<file path="src/rtl/pp_acc_pkg.sv">
// Shared constants, state encoding and datatypes for the partial-product column accumulator.
package pp_acc_pkg;

    localparam int DIGIT_W      = 79;
    localparam int HI_W         = 2;
    localparam int GUARD_W      = 8;
    localparam int ACC_W        = DIGIT_W + HI_W + GUARD_W;
    localparam int NUM_COLS_DEF = 39;

    typedef enum logic [1:0] {
        IDLE,
        ACCUM,
        FLUSH,
        DONE
    } state_t;

    typedef logic [DIGIT_W-1:0] digit_t;
    typedef logic [ACC_W-1:0]   acc_t;
    typedef logic [HI_W-1:0]    hi_t;

    // The {hi, mid} slices form one partial product, zero-extended into the guard bits.
    function automatic acc_t beat_value(input hi_t hi, input digit_t mid);
        return acc_t'({hi, mid});
    endfunction

endpackage

</file>
<file path="src/rtl/pp_out_reg.sv">
// Single-entry valid/ready holding register for the emitted result digit and its last flag.
module pp_out_reg
    import pp_acc_pkg::*;
(
    input  logic   clk,
    input  logic   rst_n,
    input  logic   load,
    input  digit_t load_digit,
    input  logic   load_last,
    input  logic   out_ready,
    output logic   out_valid,
    output digit_t out_digit,
    output logic   out_last,
    output logic   slot_free
);

    logic   valid_q, valid_d;
    digit_t digit_q, digit_d;
    logic   last_q, last_d;

    // A load may coincide with the handshake of the previous digit; the new one replaces it.
    always_comb begin
        valid_d = valid_q;
        digit_d = digit_q;
        last_d  = last_q;
        if (load) begin
            valid_d = 1'b1;
            digit_d = load_digit;
            last_d  = load_last;
        end else if (valid_q && out_ready) begin
            valid_d = 1'b0;
        end
    end

    always_ff @(posedge clk or negedge rst_n) begin
        if (!rst_n) begin
            valid_q <= 1'b0;
            digit_q <= '0;
            last_q  <= 1'b0;
        end else begin
            valid_q <= valid_d;
            digit_q <= digit_d;
            last_q  <= last_d;
        end
    end

    assign slot_free = !valid_q || out_ready;
    assign out_valid = valid_q;
    assign out_digit = digit_q;
    assign out_last  = last_q;

endmodule

</file>
<file path="src/rtl/pp_column_accumulator.sv">
// Sums partial products per result column, ripples the carry into the next column and emits
// one digit per column plus a final carry digit. Optional PP_ACC_OVERFLOW_CHECK_EN adds a sticky overflow flag.
module pp_column_accumulator
    import pp_acc_pkg::*;
#(
    parameter int NUM_COLS = NUM_COLS_DEF
) (
    input  logic               clk,
    input  logic               rst_n,
    input  logic               en,
    input  logic               in_valid,
    output logic               in_ready,
    input  logic [HI_W-1:0]    res_hi,
    input  logic [DIGIT_W-1:0] res_mid,
    input  logic               col_last,
    output logic               out_valid,
    input  logic               out_ready,
    output logic [DIGIT_W-1:0] out_digit,
    output logic               out_last,
    output logic               busy,
    output logic               overflow
);

    localparam int COL_W = $clog2(NUM_COLS + 1);

    state_t           state_q, state_d;
    acc_t             acc_q, acc_d;
    acc_t             beat, sum;
    logic [COL_W-1:0] col_q, col_d;
    logic             slot_free;
    logic             beat_acc;
    logic             last_col;
    logic             load;
    logic             load_last;
    digit_t           load_digit;

    assign beat     = beat_value(res_hi, res_mid);
    assign beat_acc = in_valid && in_ready;
    assign last_col = (col_q == COL_W'(NUM_COLS - 1));

`ifdef PP_ACC_OVERFLOW_CHECK_EN
    logic [ACC_W:0] sum_ext;
    logic           ovf_q, ovf_d;

    assign sum_ext = {1'b0, acc_q} + {1'b0, beat};
    assign sum     = sum_ext[ACC_W-1:0];

    // Sticky across the whole product; only a new start or reset clears it.
    always_comb begin
        ovf_d = ovf_q;
        if (state_q == IDLE && en) begin
            ovf_d = 1'b0;
        end else if (beat_acc && sum_ext[ACC_W]) begin
            ovf_d = 1'b1;
        end
    end

    always_ff @(posedge clk or negedge rst_n) begin
        if (!rst_n) begin
            ovf_q <= 1'b0;
        end else begin
            ovf_q <= ovf_d;
        end
    end

    assign overflow = ovf_q;
`else
    assign sum      = acc_q + beat;
    assign overflow = 1'b0;
`endif

    always_ff @(posedge clk or negedge rst_n) begin
        if (!rst_n) begin
            state_q <= IDLE;
            acc_q   <= '0;
            col_q   <= '0;
        end else begin
            state_q <= state_d;
            acc_q   <= acc_d;
            col_q   <= col_d;
        end
    end

    always_comb begin
        state_d = state_q;
        case (state_q)
            IDLE:    if (en) state_d = ACCUM;
            ACCUM:   if (beat_acc && col_last && last_col) state_d = FLUSH;
            FLUSH:   if (slot_free) state_d = DONE;
            DONE:    if (out_valid && out_ready) state_d = IDLE;
            default: state_d = IDLE;
        endcase
    end

    // Closing a column hands the low digit to the output register and keeps only the carry.
    always_comb begin
        acc_d      = acc_q;
        col_d      = col_q;
        load       = 1'b0;
        load_last  = 1'b0;
        load_digit = '0;
        case (state_q)
            IDLE: begin
                if (en) begin
                    acc_d = '0;
                    col_d = '0;
                end
            end
            ACCUM: begin
                if (beat_acc) begin
                    if (col_last) begin
                        load       = 1'b1;
                        load_digit = sum[DIGIT_W-1:0];
                        acc_d      = sum >> DIGIT_W;
                        col_d      = col_q + COL_W'(1);
                    end else begin
                        acc_d = sum;
                    end
                end
            end
            FLUSH: begin
                if (slot_free) begin
                    load       = 1'b1;
                    load_last  = 1'b1;
                    load_digit = acc_q[DIGIT_W-1:0];
                end
            end
            DONE: begin
                if (out_valid && out_ready) begin
                    acc_d = '0;
                end
            end
            default: ;
        endcase
    end

    always_comb begin
        in_ready = (state_q == ACCUM) && slot_free;
        busy     = (state_q != IDLE);
    end

    pp_out_reg u_out_reg (
        .clk        (clk),
        .rst_n      (rst_n),
        .load       (load),
        .load_digit (load_digit),
        .load_last  (load_last),
        .out_ready  (out_ready),
        .out_valid  (out_valid),
        .out_digit  (out_digit),
        .out_last   (out_last),
        .slot_free  (slot_free)
    );

endmodule

</file>
<file path="config.mk">
export PLATFORM = sky130hd
export DESIGN_NAME = pp_column_accumulator
export DESIGN_NICKNAME = d
export VERILOG_FILES = /design/src/rtl/pp_acc_pkg.sv /design/src/rtl/pp_out_reg.sv /design/src/rtl/pp_column_accumulator.sv
export SDC_FILE = /design/constraint.sdc
export NUM_CORES = 1
export LEC_CHECK = 0
export CAP_MARGIN = 20
export CELL_PAD_IN_SITES_DETAIL_PLACEMENT = 1
export CELL_PAD_IN_SITES_GLOBAL_PLACEMENT = 2
export CORE_MARGIN = 4
export CORE_UTILIZATION = 36
export DETAILED_ROUTE_END_ITERATION = 10
export GPL_ROUTABILITY_DRIVEN = 0
export GPL_TIMING_DRIVEN = 0
export PLACE_DENSITY = 0.89
export SKIP_LAST_GASP = 1
export SLEW_MARGIN = 20
export SYNTH_ARGS = -nofsm -noshare
export SYNTH_HDL_FRONTEND = slang
export SYNTH_HIERARCHICAL = 1
export SYNTH_SLANG_ARGS = --single-unit
</file>
<file path="constraint.sdc">
create_clock -name clk -period 3.55 [get_ports clk]
set_input_delay 0.355 -clock clk [delete_from_list [all_inputs] [get_ports clk]]
set_output_delay 0.355 -clock clk [all_outputs]
set_load 0.03 [all_outputs]
</file>
## Yosys cells after proc, flatten, opt, wreduce, memory -nomap -nowiden

Cells that the tools add are included.

- Flip-flop bits (word level): 178
- Bits in latches: 0
- RAM bits: 0
- ROM bits: 0
- Input bits: 87
- Output and inout bits: 84
- Logic and storage cells: 58
- Memories kept: 0

- Add/sub/neg operators: 2
- Multiply operators: 0
- Div/mod/pow operators: 0
- Magnitude comparators: 0
- Equal/unequal tests: 10
- Shift-type cells: 0
- Muxes and demuxes: 25
- Bitwise operators: 0
- Reduce and logical (&&, ||, !) cells: 15

Operators by type and width:

| cell | number |
|---|---|
| $mux 89 | 4 |
| $pmux 89 s3 | 1 |
| $mux 79 | 3 |
| $pmux 79 s2 | 1 |
| $add 89x81->89 | 1 |
| $mux 6 | 3 |
| $ne 2x2->1 const B | 6 |
| $pmux 6 s2 | 1 |
| $reduce_and 4->1 | 3 |
| $mux 2 | 4 |
| $pmux 2 s4 | 1 |
| $add 6x1->6 const B | 1 |
| $eq 6x6->1 const B | 1 |
| $mux 1 | 6 |
| $reduce_bool 2->1 | 3 |
| $logic_and 1x1->1 | 5 |
| $eq 2x2->1 const B | 2 |
| $reduce_bool 3->1 | 1 |
| $eq 2x1->1 const B | 1 |
| $logic_not 2->1 | 1 |
| $pmux 1 s2 | 1 |
| $logic_not 1->1 | 1 |
| $logic_or 1x1->1 | 1 |

## Depth between registers and ports, before layout

Gate-level depths: netlist (run 1).

- Depth after elaboration: 8
- Gate-level depth with buffers: 13
- Gate-level depth less buffers: 13

## By module

The synthesis (run 1) kept the hierarchy.

Modules (own cells, without submodules):

| module | instances | cells each | area an instance (µm²) | sequential area each (µm²) |
|---|---|---|---|---|
| pp_column_accumulator | 1 | 1243 | 10088.4 | 2427.3 |
| pp_out_reg | 1 | 172 | 3408.3 | 2026.9 |

## Worst setup path after synthesis (run 1)

Ideal clock, no wire load.

- Path kind: register -> register
- Start point: register acc_q[14]
- End point: register u_out_reg.digit_q[77], in the netlist u_out_reg/out_digit[77]
- Library setup time: 0.125 ns
- Arrival time: 3.050 ns
- Data required time: 3.425 ns
- Setup slack: 0.375 ns
- Stages on the path, launching flop included: 14
- Buffers on the path: 1
- Period minus slack after synthesis: 3.175 ns
- Cell sequence: dfrtp_1 > ha_1 > clkbuf_1 > a21oi_1 > o211ai_1 > a21oi_1 > nor3b_2 > a31oi_1 > o31a_2 > o41ai_4 > a221oi_1 > xnor2_1 > a22o_1 > mux2_4

- Cells in the longest elaborated chain, start to end: 4

Ends and longest elaborated chain:

| element | RTL line | source |
|---|---|---|
| start, declared | pp_column_accumulator.sv:27 | `acc_t acc_q, acc_d;` |
| start signal, assigned | pp_column_accumulator.sv:75 | `acc_q <= '0;` |
| start signal, assigned | pp_column_accumulator.sv:79 | `acc_q <= acc_d;` |
| $add 89x81->89 | pp_column_accumulator.sv:68 | `assign sum = acc_q + beat;` |
| $mux 79 | pp_column_accumulator.sv:111 | `if (col_last) begin` |
| $mux 79 | pp_column_accumulator.sv:110 | `if (beat_acc) begin` |
| $pmux 79 s2 | pp_column_accumulator.sv:102 | `case (state_q)` |
| net load_digit[77] | pp_column_accumulator.sv:35 | `digit_t load_digit;` |
| end signal, assigned | pp_out_reg.sv:42 | `digit_q <= digit_d;` |
| end, declared | pp_out_reg.sv:18 | `digit_t digit_q, digit_d;` |

The timed path passes the listed nets, and every way through them passes these cells.
A chain may end at the register's enable or synchronous reset.

## Worst setup path in the final report (run 1)

- Start point: register acc_q[53]
- End point: register u_out_reg.digit_q[78], in the netlist u_out_reg/out_digit[78]

The elaborated chain is that of the path after synthesis.

==> out/qor.csv, run 1 <==
metric,value,unit
Cells after Synth,1415,
die area,40700,µm²
I/O pins,171,
drt first-iter violations,645,
FF-to-FF Start,acc_q[53],
max_slew headroom,46.2,%
CP dominant cell by count,nor4_4,
Achievable Freq,283,MHz
"EDFF count, synth",0,
worst setup path start,acc_q[53],
Critical Path End Type,flip-flop,
DRT met1 WL,22.2,mm
largest net degree at the start of global routing,86,
Post-Route WL,47.5,mm
die height,202,µm
maximum root-to-sink buffer count,2,
reg2reg setup slack,20,ps
top routing layer in use,met4,
Vias,12155,
CP startpoint kind,flip-flop,
Max-cap violations,0,
status,"complete, no violations",
DR WL met3,1.74,mm
Post-DP Area,15800,µm²
synthesized area per cell,9.54,µm²
power density cells,953,nW/µm²
Num CTS Buffers,17,
CP peak stage delay,410,ps
"Buf+Inv Stages, Crit Path",1,
CP Class,reg -> reg,
Worst-Margin Slew,807,ps
core box area,36800,µm²
"non-filler cells, final",2089,
Skew-Pair Late Insertion Delay,460,ps
detailed-route DRC error count,0,
Final Hold Viols,0,
sequential-to-total area share from yosys stat,33.0,%
Post-DRT Antenna Nets,0,
Ys Warns,6,
Clock Skew,13.2,ps
CTS tree,done,
Via density,5.82,
"Async S/R FF share, synth",100,%
Syn Nets,1591,
synthesized cell area,13500,µm²
H-tree depth,4,
CP max-delay cell,dfrtp_1,
unrepaired setup endpoints after global routing,yes,
"Reg clk slew, reported paths",80,ps
nets@finish,1784,
total gr overflow,0,
starting density of the core,36.7,%
Tcrit/Tclk final,99.5,%
Worst VDD drop,0.000408,V
initial antenna violation count,0,
Yosys reg bits,178,
cell family with most CP delay,simple AND/OR/NAND/NOR gates,
final instance area,17000,µm²
Tot GR Track Use,23.0,%
setup_tns,0,ps
Cell variety after synth,81,
total power,16.2,mW
final setup fails,0,
Avg WL per Cell,22.7,µm
Max Slew Vio Count,0,
DRT Pass-1 Iters,5,
vias in the first global route,12951,
Leak,7.38,nW
largest fanout on the critical path,7,
Rows,70,
clock net sink count,178,
share of layout cells above drive strength 1,15.5,%
diode count,0,
Fillers,4144,
global-route wire length before repair,74.7,mm
hpwl dp,36.5,mm
critical path cell sequence,ha_2 -> nand2_1 -> nor4_4 -> nand3_2 -> nor4_4 -> nand4_1 -> buf_4 -> a2111oi_4 -> nor2_1 -> nor3b_1 -> xnor2_1 -> a22o_1 -> mux2_4,
die width,202,µm
Layout area overhead,26.2,%
CTS Root Cell,clkbuf_16,
buffers added on ports,168,
placed cell count,2053,
Worst Path Arrival,3880,ps
routed wl met2,22.3,mm
worst endpoint required time,3900,ps
min-delay worst type,in -> async,
min Tclk post-route,3530,ps
Most used DFF post-synth,dfrtp_1,
cells in the final DEF (no fill, tap or decap), types with 5 or more instances in the layout:
cell type / synthesis / layout
a21oi_1: 123 / 114
buf_12: 8 / 8
nand2_2: 0 / 5
buf_2: 16 / 14
clkbuf_1: 65 / 50
nand3_1: 21 / 18
inv_6: 0 / 5
nand2b_1: 10 / 10
a22oi_1: 51 / 51
xor2_1: 31 / 31
a21o_1: 27 / 27
nor3_1: 17 / 13
mux2i_1: 5 / 5
and3_1: 9 / 9
ha_2: 0 / 15
o21bai_1: 20 / 20
nor2b_1: 51 / 51
a31oi_1: 12 / 8
nand2_1: 103 / 98
buf_1: 5 / 5
xnor2_1: 54 / 54
o21ai_1: 12 / 16
o21ai_0: 69 / 63
ha_1: 88 / 70
a21oi_2: 1 / 8
dfrtp_1: 178 / 178
clkbuf_16: 0 / 17
nand4_1: 40 / 40
inv_1: 27 / 27
a22o_1: 105 / 105
mux2_4: 79 / 79
nor2_1: 73 / 71
buf_4: 1 / 17
and2_1: 6 / 6
clkdlybuf4s50_1: 0 / 167
o21a_1: 6 / 6
per-layer routing:
| layer | global-route usage [%] | vias up |
|---|---|---|
| met1 | 31.5 | 6179 |
| met3 | 3.45 | 53 |
| met4 | 6.88 | 0 |
| li1 | - | 5669 |
| met5 | 0 | - |
| met2 | 37.7 | 254 |
cell type report:
class | count | area (µm²) | area share [%]
clock buffers | 18 | 439 | 2.58
plain buffers | 82 | 475 | 2.79
repair buffers | 188 | 1880 | 11.1
flip-flops and latches | 178 | 4450 | 26.1
inverters | 27 | 101 | 0.595
multi-input cells | 1114 | 8920 | 52.4
well taps | 468 | 586 | 3.44
clock inverters | 14 | 176 | 1.04
power by group:
part	internal, mW	switching (mW)	leakage (nW)
Clock	1.14	0.916	0.298
Sequential	2.80	0.653	2.45
Combinational	4.27	6.45	4.63
sequential cells by signal, indices dropped and copies added (netlist names):
| name | cells |
|---|---|
| col_q | 6 |
| u_out_reg/out_last | 1 |
| state_q | 2 |
| u_out_reg/out_digit | 79 |
| acc_q | 89 |
| u_out_reg/out_valid | 1 |
cells in the mapped netlist, drive strengths merged (4+ instances only):
library cell | count | share of area (%)
a31oi | 14 | 0.74
a211oi | 8 | 0.52
and2 | 6 | 0.28
or2 | 4 | 0.19
nor3b | 4 | 0.26
o21ai | 82 | 3.1
nand4 | 40 | 1.9
a22oi | 51 | 2.8
nand2b | 10 | 0.46
dfrtp | 178 | 33
buf | 31 | 2.1
mux2 | 81 | 9.0
a21boi | 5 | 0.28
o221ai | 5 | 0.37
nor4 | 9 | 0.56
ha | 88 | 8.2
a21o | 27 | 1.5
o211ai | 5 | 0.32
and3 | 9 | 0.42
o21bai | 20 | 1.1
a221oi | 5 | 0.32
inv | 27 | 0.75
nor2 | 73 | 2.0
a21oi | 125 | 4.7
xnor2 | 54 | 3.5
xor2 | 31 | 2.0
mux2i | 5 | 0.37
nor2b | 51 | 2.4
clkbuf | 65 | 1.8
o31ai | 8 | 0.48
a22o | 105 | 6.8
o21a | 6 | 0.33
nand3 | 21 | 0.78
nand2 | 103 | 2.9
nor3 | 18 | 0.70
worst paths after layout:
path | endpoint | depth (start not counted)
max reg2reg | u_out_reg/out_digit[78] | 13
min | u_out_reg/out_digit[4] | 2
max in group asynchronous | acc_q[39] | 3
min reg2reg | acc_q[80] | 2
min in group clk | acc_q[80] | 2
max | u_out_reg/out_digit[78] | 13
logic make-up (layout without fill, tap and decap cells):
group | after synthesis | in the layout | synth area share (%)
buf+inv | 123 | 329 | 4.62
xor+xnor | 85 | 85 | 5.52
simple gates | 355 | 355 | 13.1
fa+ha+maj | 89 | 89 | 8.31
mux | 86 | 86 | 9.33
other cells | 1 | 1 | 0.0278
compound gates | 498 | 498 | 26.1
flops | 178 | 178 | 33.0
stage by stage:
| step | hold slack (ps) | setup WS [ps] | utilization [%] |
|---|---|---|---|
| 4_1_cts | 397 | -72.3 | 45.4 |
| 3_3_place_gp | 472 | -5780 | 42.9 |
| 6_report | 402 | 19.0 | 46.3 |
| 2_1_floorplan | 59.4 | 375 | - |
| 3_5_place_dp | 299 | -998 | 43.0 |
| 5_1_grt | 432 | -85.1 | 46.3 |
what timing repair did:
| item | 4_1_cts | 5_1_grt |
|---|---|---|
| hold buffers | 1 | 0 |
| hold endpoints to repair | 43 | 0 |
| setup buffers | 8 | 9 |
| resized for setup | 36 | 70 |
| pin swaps | 8 | 16 |
| endpoints found under the setup margin | 114 | 46 |
worst reg2reg max path, delay by kind of cell (launching register included):
| family | cells | cell delay [ps] |
|---|---|---|
| adder cells (fa/ha/maj) | 1 | 420 |
| AND/OR/NAND/NOR | 7 | 1450 |
| XOR/XNOR | 1 | 160 |
| buffers and inverters | 1 | 190 |
| flip-flops | 1 | 410 |
| multiplexers | 1 | 260 |
| AO/OA/AOI/OAI | 2 | 530 |
Note: power is estimated with default switching activity, not from simulation.
==> inputs of run 2 (changes only) <==
--- a/config.mk
+++ b/config.mk
@@ -10,6 +10,7 @@
 export CELL_PAD_IN_SITES_GLOBAL_PLACEMENT = 2
 export CORE_MARGIN = 4
 export CORE_UTILIZATION = 36
+export CTS_BUF_LIST = sky130_fd_sc_hd__clkbuf_8 sky130_fd_sc_hd__clkbuf_16
 export DETAILED_ROUTE_END_ITERATION = 10
 export GPL_ROUTABILITY_DRIVEN = 0
 export GPL_TIMING_DRIVEN = 0
==> results of run 2 <==
Same layout as run 1: the final DEF is identical, and so are final timing and power.
==> inputs of run 3 (changes only) <==
--- a/config.mk
+++ b/config.mk
@@ -16,7 +16,6 @@
 export GPL_TIMING_DRIVEN = 0
 export PLACE_DENSITY = 0.89
 export SKIP_LAST_GASP = 1
-export SLEW_MARGIN = 20
 export SYNTH_ARGS = -nofsm -noshare
 export SYNTH_HDL_FRONTEND = slang
 export SYNTH_HIERARCHICAL = 1
==> out/qor.csv, run 3 (synthesized netlist as in run 1, its figures left out) <==
metric,value,unit,change
"Buf+Inv Stages, Crit Path",2,,+1
core box area,36800,µm²,unchanged
Post-DRT Antenna Nets,0,,unchanged
Avg WL per Cell,22.9,µm,+0.84%
clock net sink count,178,,unchanged
Layout area overhead,26.3,%,about the same
met1 Use GR,31.8,%,+0.31 points
Clk pwr share,12.1,%,-0.6 points
min Tclk post-route,3460,ps,-71.6 ps
"most common cell after layout, fill and taps aside",dfrtp_1,,
"non-filler cells, final",2089,,unchanged
critical path cell sequence,clkdlybuf4s50_1 -> ha_1 -> clkbuf_1 -> a21oi_2 -> o21ai_0 -> o22ai_1 -> o21ai_0 -> a211o_1 -> a41o_4 -> a31oi_4 -> nor2b_1 -> xnor2_1 -> a22o_1 -> mux2_4,,
Via density,5.85,,+0.61%
Achievable Freq,289,MHz,+2.1%
hpwl dp,36.3,mm,-0.61%
die width,202,µm,unchanged
Worst VDD drop,0.000462,V,+13%
max_slew headroom,45.5,%,-0.73 points
Worst Path Arrival,3800,ps,-80 ps
min-delay worst type,reg -> reg,,
Tcrit/Tclk final,97.4,%,-2.0 points
Largest Register,acc_q,,
Worst-Margin Slew,818,ps,+10.9 ps
CP Class,in -> reg,,
final setup fails,0,,unchanged
Multi-input gate area,8970,µm²,+0.52%
internal power,8.19,mW,-0.21%
CP startpoint kind,primary input,,
unrepaired setup endpoints after global routing,yes,,
die area,40700,µm²,unchanged
Crit path depth,14,,+1
initial antenna violation count,0,,unchanged
met3 usage,3.13,%,-0.32 points
starting density of the core,36.7,%,unchanged
CTS Root Cell,clkbuf_16,,
nets@finish,1785,,+0.056%
Tot GR Track Use,22.9,%,-0.048 points
max reg flops,89,,unchanged
largest fanout on the critical path,8,,+1
gr busiest metal,met2,,
Sequential Power Share,21.4,%,about the same
Comb pwr share,66.5,%,+0.4 points
switching share of power,49.5,%,+0.087 points
Critical Path End Type,flip-flop,,
CP peak stage delay,500,ps,+90 ps
Clock Skew,13.3,ps,+0.0729 ps
I/O pins,171,,unchanged
Skew-Pair Late Insertion Delay,450,ps,about the same
Hold Crit Depth,2,,
"Reg clk slew, reported paths",70,ps,about the same
worst endpoint required time,3890,ps,about the same
H-tree depth,4,,unchanged
Sequential cell area,4450,µm²,unchanged
Max-cap violations,0,,unchanged
most frequent cells in the layout,"dfrtp_1 (178), clkdlybuf4s50_1 (167), a21oi_1 (118)",,
CP max-delay cell,clkdlybuf4s50_1,,
detailed-route DRC error count,0,,unchanged
Final Hold Viols,0,,unchanged
Max Slew Vio Count,0,,unchanged
DRT Pass-1 Iters,5,,unchanged
largest net degree at the start of global routing,95,,+10%
CP dominant cell by count,o21ai_0,,
diode count,0,,unchanged
cell family with most CP delay,compound AO/OA/AOI/OAI gates,,
Net Switching,8.03,mW,+0.13%
power density cells,951,nW/µm²,-0.12%
Leak,7.37,nW,-0.14%
reg2reg path depth,13,,unchanged
GRT met2 Usage,38.0,%,+0.31 points
placed cell count,2052,,-0.049%
drt first-iter violations,740,,+15%
"Core Util, Final",46.3,%,about the same
Fillers,4145,,+0.024%
maximum root-to-sink buffer count,2,,unchanged
total gr overflow,0,,unchanged
Num CTS Buffers,17,,unchanged
share of layout cells above drive strength 1,15.9,%,+0.37 points
Post-Route WL,47.9,mm,+0.84%
buffers added on ports,168,,unchanged
global-route wire length before repair,75.0,mm,+0.41%
CTS tree,done,,
Rows,70,,unchanged
vias in the first global route,12965,,+0.11%
die height,202,µm,unchanged
status,"complete, no violations",,
Vias,12229,,+0.61%
## run 3: worst reg2reg max path, stage by stage, from the launching register on
cell      delay (ps)
dfrtp_1          400
ha_1             240
fa_1             440
a21oi_1          260
o211ai_1         150
nand2_2          180
a2111o_1         290
nand3_4          150
a41o_4           280
a31oi_4          170
nor2b_1          210
xnor2_1          120
a22o_1           210
mux2_4           260
## run 3: final timing paths
kind / start / to / slack (ps)
max in group asynchronous: rst_n / acc_q[59] / 2100
max: res_mid[45] / u_out_reg/out_digit[76] / 90
min: acc_q[80] / acc_q[80] / 500
min in group asynchronous: rst_n / u_out_reg/out_digit[6] / 530
max reg2reg: acc_q[0] / u_out_reg/out_digit[76] / 90
min reg2reg: acc_q[80] / acc_q[80] / 500
## run 3: power groups by stage
stage	clock network (mW)	logic, mW	registers, mW
finish	1.96	10.8	3.47
global route	2.10	11.6	3.57
CTS	2.00	10.3	3.44
detailed placement	0	9.99	3.47
global placement	0	9.78	3.42
floorplan	0	6.40	3.90
## run 3: per-stage QoR
stage | TNS, ps | cell area [µm²] | power [mW] | worst slack, ps | hold WS, ps
floorplan | 0 | 13500 | 10.3 | 375 | 59.4
global placement | -1088080 | 15800 | 13.2 | -5780 | 472
detailed placement | -64420 | 15800 | 13.5 | -995 | 469
CTS | -18.1 | 16600 | 15.7 | -9.64 | 498
global route | -182 | 17000 | 17.3 | -43.8 | 525
finish | 0 | 17000 | 16.2 | 90.6 | 497
## run 3: timing repair
| action | in CTS | in global routing |
|---|---|---|
| hold endpoints to repair | 73 | 0 |
| buffers inserted | 8 | 11 |
| cloned | 0 | 0 |
| pin swaps | 10 | 22 |
| hold buffers | 1 | 0 |
| endpoints found under the setup margin | 115 | 51 |
| gates resized for setup | 32 | 84 |
## run 3: routing by layer
metal	vias to the layer above	wire (µm)
met5	-	0
met1	6235	22400
met2	268	22700
li1	5673	-
met3	53	1730
met4	0	1030
## run 3: cell type report
class	count	share of cell area, %
tap	468	3.43
timing repair buffer	189	11.0
clock inverter	12	0.778
clock buffer	19	2.66
multi-input combinational	1114	52.6
inverter	27	0.594
sequential	178	26.1
buffer	82	2.82
